### src/rtl/aud_play_ctrl.sv
// Playback controller: arbitrates stream/alert FIFOs onto the PWM read port,
// sequences start/stop/flush, applies mute/pause and tracks underrun and word counts.
module aud_play_ctrl #(
  parameter int                         FIFO_DATA_WIDTH = 32,
  parameter int                         UNDERRUN_CYCLES = 1024,
  parameter logic [FIFO_DATA_WIDTH-1:0] MUTE_WORD       = 32'h80808080
) (
  input  logic                       clk,
  input  logic                       rst,
  input  logic                       start,
  input  logic                       stop,
  input  logic                       pause,
  input  logic                       mute,
  input  logic                       alert_en,
  input  logic                       flush,
  input  logic                       clear_status,
  input  logic [FIFO_DATA_WIDTH-1:0] stream_rd_data,
  input  logic                       stream_empty,
  output logic                       stream_rd_en,
  input  logic [FIFO_DATA_WIDTH-1:0] alert_rd_data,
  input  logic                       alert_empty,
  output logic                       alert_rd_en,
  output logic [FIFO_DATA_WIDTH-1:0] out_rd_data,
  output logic                       out_empty,
  input  logic                       out_rd_en,
  output logic [1:0]                 state,
  output logic                       underrun,
  output logic [15:0]                underrun_count,
  output logic [31:0]                word_count
);

  typedef enum logic [1:0] {
    ST_IDLE   = 2'b00,
    ST_STREAM = 2'b01,
    ST_ALERT  = 2'b10,
    ST_FLUSH  = 2'b11
  } state_t;

  localparam int RUN_W = (UNDERRUN_CYCLES > 1) ? $clog2(UNDERRUN_CYCLES) : 1;
  localparam logic [RUN_W-1:0] RUN_LAST = RUN_W'(UNDERRUN_CYCLES - 1);

  state_t               state_q, state_d;
  logic [RUN_W-1:0]     run_q, run_d;
  logic                 underrun_q, underrun_d;
  logic [15:0]          urun_cnt_q, urun_cnt_d;
  logic [31:0]          word_cnt_q, word_cnt_d;

  logic                       sel_empty;
  logic [FIFO_DATA_WIDTH-1:0] sel_data;
  logic                       active;
  logic                       pop;

  // Read-port mux, driven only from the registered state.
  always_comb begin
    sel_empty = 1'b1;
    sel_data  = '0;
    case (state_q)
      ST_STREAM: begin
        sel_empty = stream_empty;
        sel_data  = stream_rd_data;
      end
      ST_ALERT: begin
        sel_empty = alert_empty;
        sel_data  = alert_rd_data;
      end
      default: ;
    endcase
    active       = (state_q == ST_STREAM) || (state_q == ST_ALERT);
    out_empty    = !active || sel_empty || pause;
    out_rd_data  = !active ? '0 : (mute ? MUTE_WORD : sel_data);
    pop          = out_rd_en && !out_empty;
    stream_rd_en = ((state_q == ST_STREAM) && pop) || ((state_q == ST_FLUSH) && !stream_empty);
    alert_rd_en  = (state_q == ST_ALERT) && pop;
  end

  // Next state: stop beats flush beats start; pause freezes everything but stop.
  always_comb begin
    state_d = state_q;
    case (state_q)
      ST_IDLE: begin
        if (!stop && !pause) begin
          if (flush)
            state_d = ST_FLUSH;
          else if (start)
            state_d = (alert_en && !alert_empty) ? ST_ALERT : ST_STREAM;
        end
      end
      ST_STREAM: begin
        if (stop)
          state_d = ST_IDLE;
        else if (!pause && alert_en && !alert_empty)
          state_d = ST_ALERT;
      end
      ST_ALERT: begin
        if (stop)
          state_d = ST_IDLE;
        else if (!pause && (alert_empty || !alert_en))
          state_d = ST_STREAM;
      end
      ST_FLUSH: begin
        if (stream_empty)
          state_d = ST_IDLE;
      end
      default: state_d = ST_IDLE;
    endcase
  end

  always_comb begin
    run_d      = run_q;
    underrun_d = underrun_q;
    urun_cnt_d = urun_cnt_q;
    word_cnt_d = word_cnt_q;

    if (pop && (word_cnt_q != '1))
      word_cnt_d = word_cnt_q + 32'd1;

    if ((state_q == ST_STREAM) && !pause) begin
      if (stream_empty) begin
        if (run_q == RUN_LAST) begin
          run_d      = '0;
          underrun_d = 1'b1;
          if (urun_cnt_q != '1)
            urun_cnt_d = urun_cnt_q + 16'd1;
        end else begin
          run_d = run_q + 1'b1;
        end
      end else begin
        run_d = '0;
      end
    end
    // The empty run only measures time spent continuously in STREAM.
    if (state_d != state_q)
      run_d = '0;

    if (clear_status) begin
      underrun_d = 1'b0;
      urun_cnt_d = '0;
      word_cnt_d = '0;
    end
  end

  always_ff @(posedge clk or posedge rst) begin
    if (rst) begin
      state_q    <= ST_IDLE;
      run_q      <= '0;
      underrun_q <= 1'b0;
      urun_cnt_q <= '0;
      word_cnt_q <= '0;
    end else begin
      state_q    <= state_d;
      run_q      <= run_d;
      underrun_q <= underrun_d;
      urun_cnt_q <= urun_cnt_d;
      word_cnt_q <= word_cnt_d;
    end
  end

  assign state          = state_q;
  assign underrun       = underrun_q;
  assign underrun_count = urun_cnt_q;
  assign word_count     = word_cnt_q;

endmodule

### config.mk
export PLATFORM = sky130hd
export DESIGN_NAME = aud_play_ctrl
export DESIGN_NICKNAME = d
export VERILOG_FILES = /design/src/rtl/aud_play_ctrl.sv
export SDC_FILE = /design/constraint.sdc
export NUM_CORES = 1
export LEC_CHECK = 0
export ABC_AREA = 1
export CAP_MARGIN = 20
export CORE_UTILIZATION = 40
export DETAILED_ROUTE_END_ITERATION = 8
export PLACE_DENSITY = 0.72
export RECOVER_POWER = 25
export SYNTH_ARGS = -nofsm -noshare
export SYNTH_HDL_FRONTEND = slang
export SYNTH_SLANG_ARGS = --single-unit
### constraint.sdc
create_clock -name clk -period 2.2 [get_ports clk]
set_input_delay 0.44 -clock clk [delete_from_list [all_inputs] [get_ports clk]]
set_output_delay 0.44 -clock clk [all_outputs]
set_load 0.03 [all_outputs]
* Word level (Yosys, flattened, before mapping) *
Index checks and enable logic that the tools add are counted.

operators by class
  multiplexer cells = 29
  add/sub/neg operators = 3
  equal/unequal tests = 7
  reductions and logical operators = 32

operators with widths
  operator                 count
  $mux W32                 4
  $mux W16                 5
  $pmux W32 S2             1
  $mux W10                 4
  $add A32 B1 Y32 const B  1
  $ne A32 B32 Y1 const B   1
  $mux W2                  9
  $add A16 B1 Y16 const B  1
  $ne A16 B16 Y1 const B   1
  $reduce_bool A2 Y1       6
  $logic_and A1 B1 Y1      11
  $add A10 B1 Y10 const B  1
  $eq A10 B10 Y1 const B   1
  $pmux W2 S4              1
  $logic_not A1 Y1         7
  $logic_or A1 B1 Y1       5
  $eq A2 B2 Y1 const B     2
  $mux W1                  4
  $reduce_and A4 Y1        1
  $reduce_and A3 Y1        1
  $eq A2 B1 Y1 const B     1
  $logic_not A2 Y1         1
  $ne A2 B2 Y1             1
  $pmux W1 S2              1

word-level totals
  word-level logic and storage cells = 76
  input bits = 76
  bits in registers = 61
  output and inout port bits = 86

* Depth between registers and ports, before layout *
  depth in word-level cells = 10
  depth in mapped cells = 13
  mapped depth without buffers = 12

* Worst setup path before layout *
Ideal clock, no wire load.

  path kind = register to output
  from = register state_q[0] (netlist: state[0])
  to = output port out_rd_data[20]
  slack = -0.497 ns
  data arrival time = 2.257 ns
  stages on the path, launching flop included = 8
  path buffers = 2
  path through = dfrtp_1 inv_1 ha_1 inv_1 or2_2 clkbuf_1 buf_1 a21oi_1

on the way
  longest elaborated chain between the ends = 4

ends and longest elaborated chain
  what                                                 RTL line  RTL
  start, declared                                      42        state_t state_q, state_d;
  start signal, assigned                               150       state_q <= state_d;
  $eq A2 B2 Y1 / $eq A2 B1 Y1 (equally long branches)  57, 68
  $pmux W32 S2                                         57        case (state_q)
  $mux W32                                             70        out_rd_data = !active ? '0 : (mute ? MUTE_WORD : sel_data);
  $mux W32 *                                           70
  end, declared                                        23        output logic [FIFO_DATA_WIDTH-1:0] out_rd_data,

Mark *: on every way between the ends. The rest lies on a longest branch, timed or not.

* Worst setup path after layout *
  from = register state_q[1] (netlist: state[1])
  to = output port out_rd_data[16]

The elaborated chain is that of the path after synthesis.

==> reports/results.tsv <==
metric	value	unit
failing checks	negative setup slack	
Port Buffers	161	
clk_lat worst skew	0.34	ns
sequential area share after synthesis	32.7	%
final core occ	64.8	%
Yosys cell types	33	
RSZ-0062 raised after global routing	true	
initial core utilization	40.9	%
fmax	428	MHz
CP arrival	1.90	ns
CTS Buffer Depth	2	
status	complete, but fails checks	
number of global-route vias before repair	5040	
detailed-route via count	5514	
dpl cell area	6680	sq um
Final Non-Filler Cells	1080	
grt total ovfl	0	
worst clock skew	0.00688	ns
required time of the critical path	1.76	ns
Pre-Repair DR Iteration Count	5	
worst-path fanout max	6	
area grow syn2layout	58.5	%
H-tree levels	3	
startpoint class of the critical path	flop	
Synth Net Count	831	
Post-Place Cells	1051	
most frequent cell after synthesis	nand2_1	
die width	110	microns
top_reg_cell synth	dfrtp_1	
# IOs	162	
YS warnings	0	
Worst Setup End Kind	output port	
setup TNS	-3.23	ns
Routed WL per cell	14.4	microns
first-pass GRT wire length	24100	microns
Final setup violation count	31	
Residual DRC	0	
row count	39	
clock tree from TritonCTS	yes	
Slew @ Worst Pin	0.866	ns
hold crit path type	flop to flop	
Leak	3.19	nW
number of synthesized flops with an enable pin	0	
final hold vios	0	
Seq cells post-synth	61	
pwr dens	689	nW/um^2
cell area after layout	7400	sq um
overall power	5.10	mW
clock root buffer	clkbuf_16	
Mapped Cells	748	
post-synth top area cell	dfrtp_1	
Core Box Area	11400	sq um
clk sinks	61	
final WL	15600	microns
hold_buf cts	0	
share of layout cells above drive strength 1	15.7	%
Die H	110	microns
final slew viol count	0	
share of the synthesized area in the top cell type	32.7	%
vias per inst	5.11	
PnR worst setup slack	-0.136	ns
GRT Overall Usage	25.9	%
max_slew headroom	42.2	%
ANT cells	0	
Worst IR Drop VDD	561	uV
Final min period	2.34	ns
antenna-violating nets left	0	
fin nets	1015	
Mapped Area	4670	sq um
dpl hpwl	11400	microns
critical path class	flop to output port	
clock slew at reported path FFs	0.05	ns
full die area	12100	sq um
final-layout fill cell count	1029	
Max Cap Viol	0	
Num CTS Buffers	9	
antenna violations before repair	0	
top cells by area, synth	dfrtp_1, nand2_1, nor2_1, inv_1, nand3_1	
largest net degree at the start of global routing	34	
Async SR Flop Fraction	100	%
fin crit share	106	%
Avg Cell Area, Syn	6.24	sq um
synth cell count leaders	nand2_1, nor2_1, inv_1	
GP Congestion	0.949	
drt first-iter violations	442	
## metal layers
metal | vias up | wire (microns) | track usage, % | share of wire [%]
met3 | 30 | 1030 | 4.47 | 6.6
li1 | 2740 | - | - | -
met1 | 2521 | 6250 | 30.4 | 40
met4 | 0 | 342 | 9.24 | 2.2
met2 | 223 | 7930 | 47.2 | 51
met5 | - | 0 | 0 | 0
## metrics by stage
step	worst slack (ns)	hold WS [ns]
2_1_floorplan	-0.0592	0.549
3_3_place_gp	0.0302	0.510
3_5_place_dp	-0.0124	0.524
4_1_cts	-0.125	0.470
5_1_grt	-0.171	0.575
6_report	-0.136	0.535
## flip-flops by register name, summed over array words and instances (netlist names)
name / count
word_count: 32
underrun_count: 16
run_q: 10
state: 2
underrun: 1
## power breakdown
group,leakage (nW),internal (mW),switching (mW)
clock network,0.163,1.05,0.530
logic,2.19,0.969,1.35
registers,0.845,1.16,0.0387
## final cells by class
type                       count  area [sq um]  share of cell area [%]
clock inverter                 4          70.1                   0.947
multi-input combinational    588          3070                    41.5
clock buffer                  12           256                    3.47
tap                          143           179                    2.42
timing repair buffer         196          2000                    27.0
inverter                      76           295                    3.99
sequential                    61          1530                    20.7
## worst paths after layout
check	startpoint	end	slack, ns	depth (start not counted)
setup / recovery	state[1]	out_rd_data[16]	-0.14	7
hold / removal	word_count[1]	word_count[1]	0.53	2
setup reg to reg	state[1]	underrun_count[1]	0.16	12
hold reg to reg	word_count[1]	word_count[1]	0.53	2
max in group asynchronous	rst	word_count[20]	0.42	3
min in group asynchronous	rst	underrun_count[11]	0.71	2
## placed cells by master, fill, tap and decap left out, drive strengths merged, types with 2 or more instances in the layout
cell,n
a21oi,29
nand4,20
xor2,12
nand2,302
nor2,97
clkbuf,16
clkinv,4
nand3,51
ha,7
bufinv,2
a31oi,5
o21ai,32
nor3,14
dfrtp,61
clkdlybuf4s50,125
a22o,4
inv,74
or2,4
buf,66
xnor2,9
## worst max-delay path, cell delays in order, from the launching register on
cell and delay, ns:
dfrtp_2 0.41, inv_4 0.06, ha_4 0.27, inv_2 0.04, or2_4 0.32, clkbuf_16 0.20
a21oi_4 0.12, buf_6 0.14
## cells by family after synthesis
logic type / after synthesis / share of synthesized area [%]
AO/OA/AOI/OAI: 70 / 7.96
flip-flops: 61 / 32.7
buffers and inverters: 99 / 9.06
XOR/XNOR: 21 / 3.94
adder cells (fa/ha/maj): 7 / 1.88
AND/OR/NAND/NOR: 490 / 44.5
## timing repair
item                                   CTS  global route
setup endpoints to repair               34            35
gates resized for setup                 41            27
pin swaps                                0             2
cloned                                   1             2
setup buffers                            5             5
endpoints found under the hold margin    0             0
(Power assumes the default switching activity.)
